[src/rtl/lfsr_chk_pkg.sv]
// Shared definitions for the 130-bit uniform LFSR word-stream checker.
//   WORD_W/STATE_W : visible word width and full generator register width
//   TAP_A/TAP_B    : feedback taps of the recurrence next[i] = cur[i+7] ^ cur[i+10]
//   FB_SPAN        : bits below this index come from feedback, the rest are rotated
//   PREDICT_MASK   : bits 118/119 cleared; they depend on hidden generator bits 128/129
//   chk_state_t    : checker lock states
package lfsr_chk_pkg;

  localparam int WORD_W  = 128;
  localparam int STATE_W = 130;
  localparam int TAP_A   = 7;
  localparam int TAP_B   = 10;
  localparam int FB_SPAN = 120;

  localparam logic [WORD_W-1:0] PREDICT_MASK = {{8{1'b1}}, 2'b00, {118{1'b1}}};

  typedef enum logic [1:0] {
    HUNT   = 2'd0,
    CHECK  = 2'd1,
    LOCKED = 2'd2
  } chk_state_t;

endpackage

[src/rtl/lfsr_word_predict.sv]
// Combinational next-word predictor for the 130-bit uniform LFSR.
// Ports:
//   prev     in  128  previous accepted word (generator bits [127:0])
//   prev2    in  128  word before prev; its bits [9:8] equal prev's hidden bits [129:128]
//   full_vld in  1    prev2 belongs to the current run, so bits 118/119 can be predicted
//   exp      out 128  predicted next word; bits 118/119 are 0 when full_vld is low
module lfsr_word_predict
  import lfsr_chk_pkg::*;
(
  input  logic [WORD_W-1:0] prev,
  input  logic [WORD_W-1:0] prev2,
  input  logic              full_vld,
  output logic [WORD_W-1:0] exp
);

  // Only the two bits that shadow the hidden generator state are needed from prev2.
  logic unused_prev2;
  assign unused_prev2 = ^{prev2[WORD_W-1:10], prev2[7:0]};

  always_comb begin
    exp = '0;
    for (int i = 0; i < FB_SPAN - 2; i++) begin
      exp[i] = prev[i+TAP_A] ^ prev[i+TAP_B];
    end
    // prev's hidden bits 128/129 were rotated in from prev2[8]/prev2[9].
    exp[FB_SPAN-2] = full_vld & (prev[FB_SPAN-2+TAP_A] ^ prev2[8]);
    exp[FB_SPAN-1] = full_vld & (prev[FB_SPAN-1+TAP_A] ^ prev2[9]);
    for (int i = FB_SPAN; i < WORD_W; i++) begin
      exp[i] = prev[i-FB_SPAN];
    end
  end

endmodule

[config.mk]
export PLATFORM = sky130hd
export DESIGN_NAME = lfsr_word_predict
export DESIGN_NICKNAME = d
export VERILOG_FILES = /design/src/rtl/lfsr_chk_pkg.sv /design/src/rtl/lfsr_word_predict.sv
export SDC_FILE = /design/constraint.sdc
export NUM_CORES = 1
export LEC_CHECK = 0
export BUFFER_PORTS_ARGS = -buffer_cell sky130_fd_sc_hd__buf_2
export CAP_MARGIN = 20
export CORE_AREA = 2 2 151 153
export DETAILED_ROUTE_END_ITERATION = 6
export DIE_AREA = 0 0 153 155
export PLACE_DENSITY = 0.3
export SLEW_MARGIN = 40
export SYNTH_ARGS = -nofsm -noshare
export SYNTH_HDL_FRONTEND = slang
export SYNTH_SLANG_ARGS = --single-unit
export TNS_END_PERCENT = 1
[constraint.sdc]
create_clock -name vclk -period 0.8
set_input_delay 0.04 -clock vclk [all_inputs]
set_output_delay 0.04 -clock vclk [all_outputs]
set_load 0.01 [all_outputs]
==> impl_metrics.toml, run 1 <==
[power]
power_leakage_nw = 1.484
power.total_mw = 1.852
powerDensity_nw_per_um2 = 696.7
netSwitchingFraction_pct = 53.12
p_sw_mw = 0.9841
comb_power_share_pct = 100.0
seqPwrFrac_pct = 0
p_int_mw = 0.8683
p_clk_share_pct = 0
ir_worst_vdd_v = 0.0001686

[detailed_routing]
wl_per_cell_um = 9.775
antenna_left = 0
drc = 0
routed_wl_um = 6422
via_count = 1793
drtIter0Drc = 21
firstDrtPassIters = 4
vias_per_cell = 2.729

[worst_setup_path]
path_class = "in -> out"
end_kind = "primary output"
path_max_fanout = 2
critical_path_required_ns = 0.76
cp-start-kind = "primary input"
critPathArrivalTime_ns = 0.59

[timing]
min_period_over_period_pct = 79.19
max_freq_mhz = 1579
rsz0062_at_grt = "no"
tightestPinTransition_ns = 0.2302
setup_viol = 0
timing.final.ws_setup_ns = 0.1665
setup_tns_ns = 0
holdWs_ns = 0.08000
maxSlewViolCount = 0
min_period_ns = 0.6335
relSlewSlack_pct = 84.60
hold_viol_final = 0

[floorplanning]
dieHeight_um = 155
initial_core_util_pct = 5.055
num_rows = 55
fp.dieArea_um2 = 23720
core_um2 = 22230
die_w_um = 153
pin_count = 385

[run]
cap_violations = 0

[global_routing]
grt_pass1_wl_um = 8687
antenna_found_initial = 9
grt.total_usage_pct = 4.674
grt_pass1_vias = 1642
grt-ovfl-total = 0
grt_max_degree = 3

[final_layout]
final_area_um2 = 2659
layout.cells.non_filler = 657
clock_buffers = 0
syn2layout_area_growth_pct = 136.6
drive_above_1_share_pct = 66.76
seqCellArea_um2 = 0
layout.nets = 626
nFlopsAndLatches = 0
post-route-util_pct = 11.96

[logic_synthesis]
synthesis.nets = 387
yosys_warnings = 0
syn_inst = 130
synth_top_area_share_pct = 93.54
syn_area_um2 = 1124
ys_seq_area_share_pct = 0
synth_area_leaders = "xor2_1, buf_4, and2_1"
synth_cell_types = 3
synth.avg_cell_area_um2 = 8.643
yosys.area.top_type = "xor2_1"

[outcome]
outcome = "finished clean"

[placement]
pre_cts_ws_ns = 0.1517
place_congestion = 0.6794
dpl-instance-area_um2 = 2646
dpl.hpwl_um = 6300
portBuffers = 245
dp.cells = 652

[worst_hold_path]
hp-class = "in -> out"

[cts]
cts_hold_buffers = 0
post_cts_buffers = 0
ctsResizeCount = 0
-- cell usage in the layout, fill, tap and decap left out --
master   Yosys  layout
buf_2        0     245
and2_1       2       2
xor2_1     120     120
diode_2      0       5
-- worst paths after layout --
| path | to | start | cells past startpoint |
|---|---|---|---|
| setup / recovery | exp[118] | prev[125] | 4 |
| hold / removal | exp[125] | prev[5] | 0 |
-- layer usage --
metal | GRT usage [%] | share of wire, %
met2 | 9.652 | 52
met3 | 2.618 | 17
met5 | 0 | 0.61
met1 | 3.971 | 29
met4 | 0.4850 | 0.92
-- power groups by stage --
stage,Sequential (mW),Clock [mW],Combinational [mW]
after CTS,0,0,1.90
after global placement,0,0,1.92
after global routing,0,0.000000334,2.01
final,0,0.000000836,1.85
after floorplan,0,0,0.783
after detailed placement,0,0,1.89
-- synthesized netlist by cell type --
master and number:
buf_4 8, and2_1 2, xor2_1 120
-- kinds of logic after synthesis --
logic type,share of synthesized area [%]
buf+inv,5.345
simple gates,1.113
xor+xnor,93.54
-- critical path: stages --
cell	delay [ns]
buf_2	0.13
xor2_1	0.15
and2_1	0.14
buf_2	0.13
-- final cells by class --
| cell class | instances | area [µm²] |
|---|---|---|
| Tap cell | 285 | 356.6 |
| Fill cell | 2597 | 19570 |
| Timing Repair Buffer | 245 | 1226 |
| Antenna cell | 5 | 12.51 |
| Multi-Input combinational cell | 122 | 1064 |
No activity file was read; power rests on OpenSTA's default activity.
==> run 2, diff against run 1 <==
--- a/config.mk
+++ b/config.mk
@@ -5,12 +5,13 @@
 export SDC_FILE = /design/constraint.sdc
 export NUM_CORES = 1
 export LEC_CHECK = 0
+export ABC_AREA = 1
 export BUFFER_PORTS_ARGS = -buffer_cell sky130_fd_sc_hd__buf_2
 export CAP_MARGIN = 20
-export CORE_AREA = 2 2 151 153
+export CORE_AREA = 2 2 148 150
 export DETAILED_ROUTE_END_ITERATION = 6
-export DIE_AREA = 0 0 153 155
-export PLACE_DENSITY = 0.3
+export DIE_AREA = 0 0 150 152
+export PLACE_DENSITY = 0.33
 export SLEW_MARGIN = 40
 export SYNTH_ARGS = -nofsm -noshare
 export SYNTH_HDL_FRONTEND = slang
==> run 2 against run 1 <==
Against the previous run:
- hold slack about the same
- wire length up 51%
- combinational power up 2%
- maximum frequency up 12%
- final cell count up 54%
- critical path type unchanged
- critical endpoint is now exp[49]
==> impl_metrics.toml, run 2 <==
[outcome]
outcome = "finished clean"

[cts]
post_cts_buffers = 0
cts_hold_buffers = 0
ctsResizeCount = 0

[placement]
place_congestion = 0.7743
portBuffers = 245
dpl-instance-area_um2 = 3390
dpl.hpwl_um = 9030

[worst_setup_path]
path_max_fanout = 3
path_class = "in -> out"
end_kind = "primary output"
cp-start-kind = "primary input"
critical_path_required_ns = 0.76
critPathArrivalTime_ns = 0.53

[final_layout]
fill_cells = 2617
final_area_um2 = 3395
layout.nets = 987
clock_buffers = 0
post-route-util_pct = 15.90
seqCellArea_um2 = 0
final_common_cell = "nand2_1"
final_cell_mix = "nand2_1, buf_2, inv_1"
multi_input_area_um2 = 1359
drive_above_1_share_pct = 33.65
nFlopsAndLatches = 0
syn2layout_area_growth_pct = 81.23

[global_routing]
grt_pass1_vias = 2993
antenna_found_initial = 4
grt.total_usage_pct = 7.555
grt_pass1_wl_um = 14430
grt_max_degree = 5
grt-ovfl-total = 0

[logic_synthesis]
yosys.area.top_type = "nand2_1"
synth_area_leaders = "nand2_1, inv_1, buf_4"
ys_seq_area_share_pct = 0
synth_cell_types = 4
synth.avg_cell_area_um2 = 3.815
yosys_warnings = 0
yosys-top-cells-count = "nand2_1, inv_1, buf_4, nor2_1"
syn_area_um2 = 1873
syn_inst = 491
synth_most_common_cell = "nand2_1"
synth_top_area_share_pct = 71.74
synthesis.nets = 748

[timing]
tightestPinTransition_ns = 0.1116
relSlewSlack_pct = 92.56
setup_viol = 0
max_freq_mhz = 1766
setup_tns_ns = 0
min_period_ns = 0.5662
min_period_over_period_pct = 70.78
rsz0062_at_grt = "no"
holdWs_ns = 0.08000
maxSlewViolCount = 0
hold_viol_final = 0

[floorplanning]
num_rows = 54
die_w_um = 150
pin_count = 385
initial_core_util_pct = 8.773
dieHeight_um = 152
fp.dieArea_um2 = 22800
core_um2 = 21350

[detailed_routing]
drc = 0
drtIter0Drc = 106
via_count = 3303
vias_per_cell = 3.270
routed_wl_um = 9678
firstDrtPassIters = 4
antenna_left = 0
wl_per_cell_um = 9.582

[power]
ir_worst_vdd_v = 0.0001397
powerDensity_nw_per_um2 = 556.5
seqPwrFrac_pct = 0
p_clk_share_pct = 0
p_sw_mw = 1.100
p_int_mw = 0.7892
netSwitchingFraction_pct = 58.22
power.total_mw = 1.889
comb_power_share_pct = 100.0
power_leakage_nw = 2.692

[run]
cap_violations = 0

[worst_hold_path]
hp-class = "in -> out"
==> run 2: final timing paths <==
check	from	to	slack, ns	cells past startpoint
hold / removal	prev[0]	exp[120]	0.08	0
setup / recovery	prev[56]	exp[49]	0.23	5
==> run 2: per-stage QoR <==
stage	worst slack [ns]	std cells
2_1_floorplan	0.4766	491
3_3_place_gp	0.1981	1008
3_5_place_dp	0.2038	1008
4_1_cts	0.1995	1008
5_1_grt	0.1224	1008
6_report	0.2338	1010
==> run 2: power by group through the flow <==
stage	Clock [mW]	Combinational [mW]	Sequential, mW
2_1_floorplan	0	0.914	0
3_3_place_gp	0	1.93	0
3_5_place_dp	0	1.92	0
4_1_cts	0	1.93	0
5_1_grt	0	2.16	0
6_report	0.000000334	1.89	0
==> run 2: logic make-up after synthesis <==
kind of cell	count (synthesis)	synth area share, %
buffers and inverters	129	27.46
AND/OR/NAND/NOR	362	72.54
==> run 2: critical path, stage by stage <==
cell and delay, ns:
buf_2 0.12, inv_1 0.06, nand2_1 0.05, nand2_1 0.10, buf_2 0.15
==> run 2: layer usage <==
layer / track usage, % / routed length (µm) / up-vias
met2: 13.11 / 4172 / 149
met4: 0.4942 / 86 / 4
met5: 0 / 24 / -
li1: - / - / 1823
met1: 9.547 / 4267 / 1317
met3: 2.342 / 1126 / 10
==> run 2: final cells by class <==
class	instances	area share, %
multi-input cells	362	40.03
inverters	121	13.38
repair buffers	245	36.12
well taps	280	10.32
diodes	2	0.1474
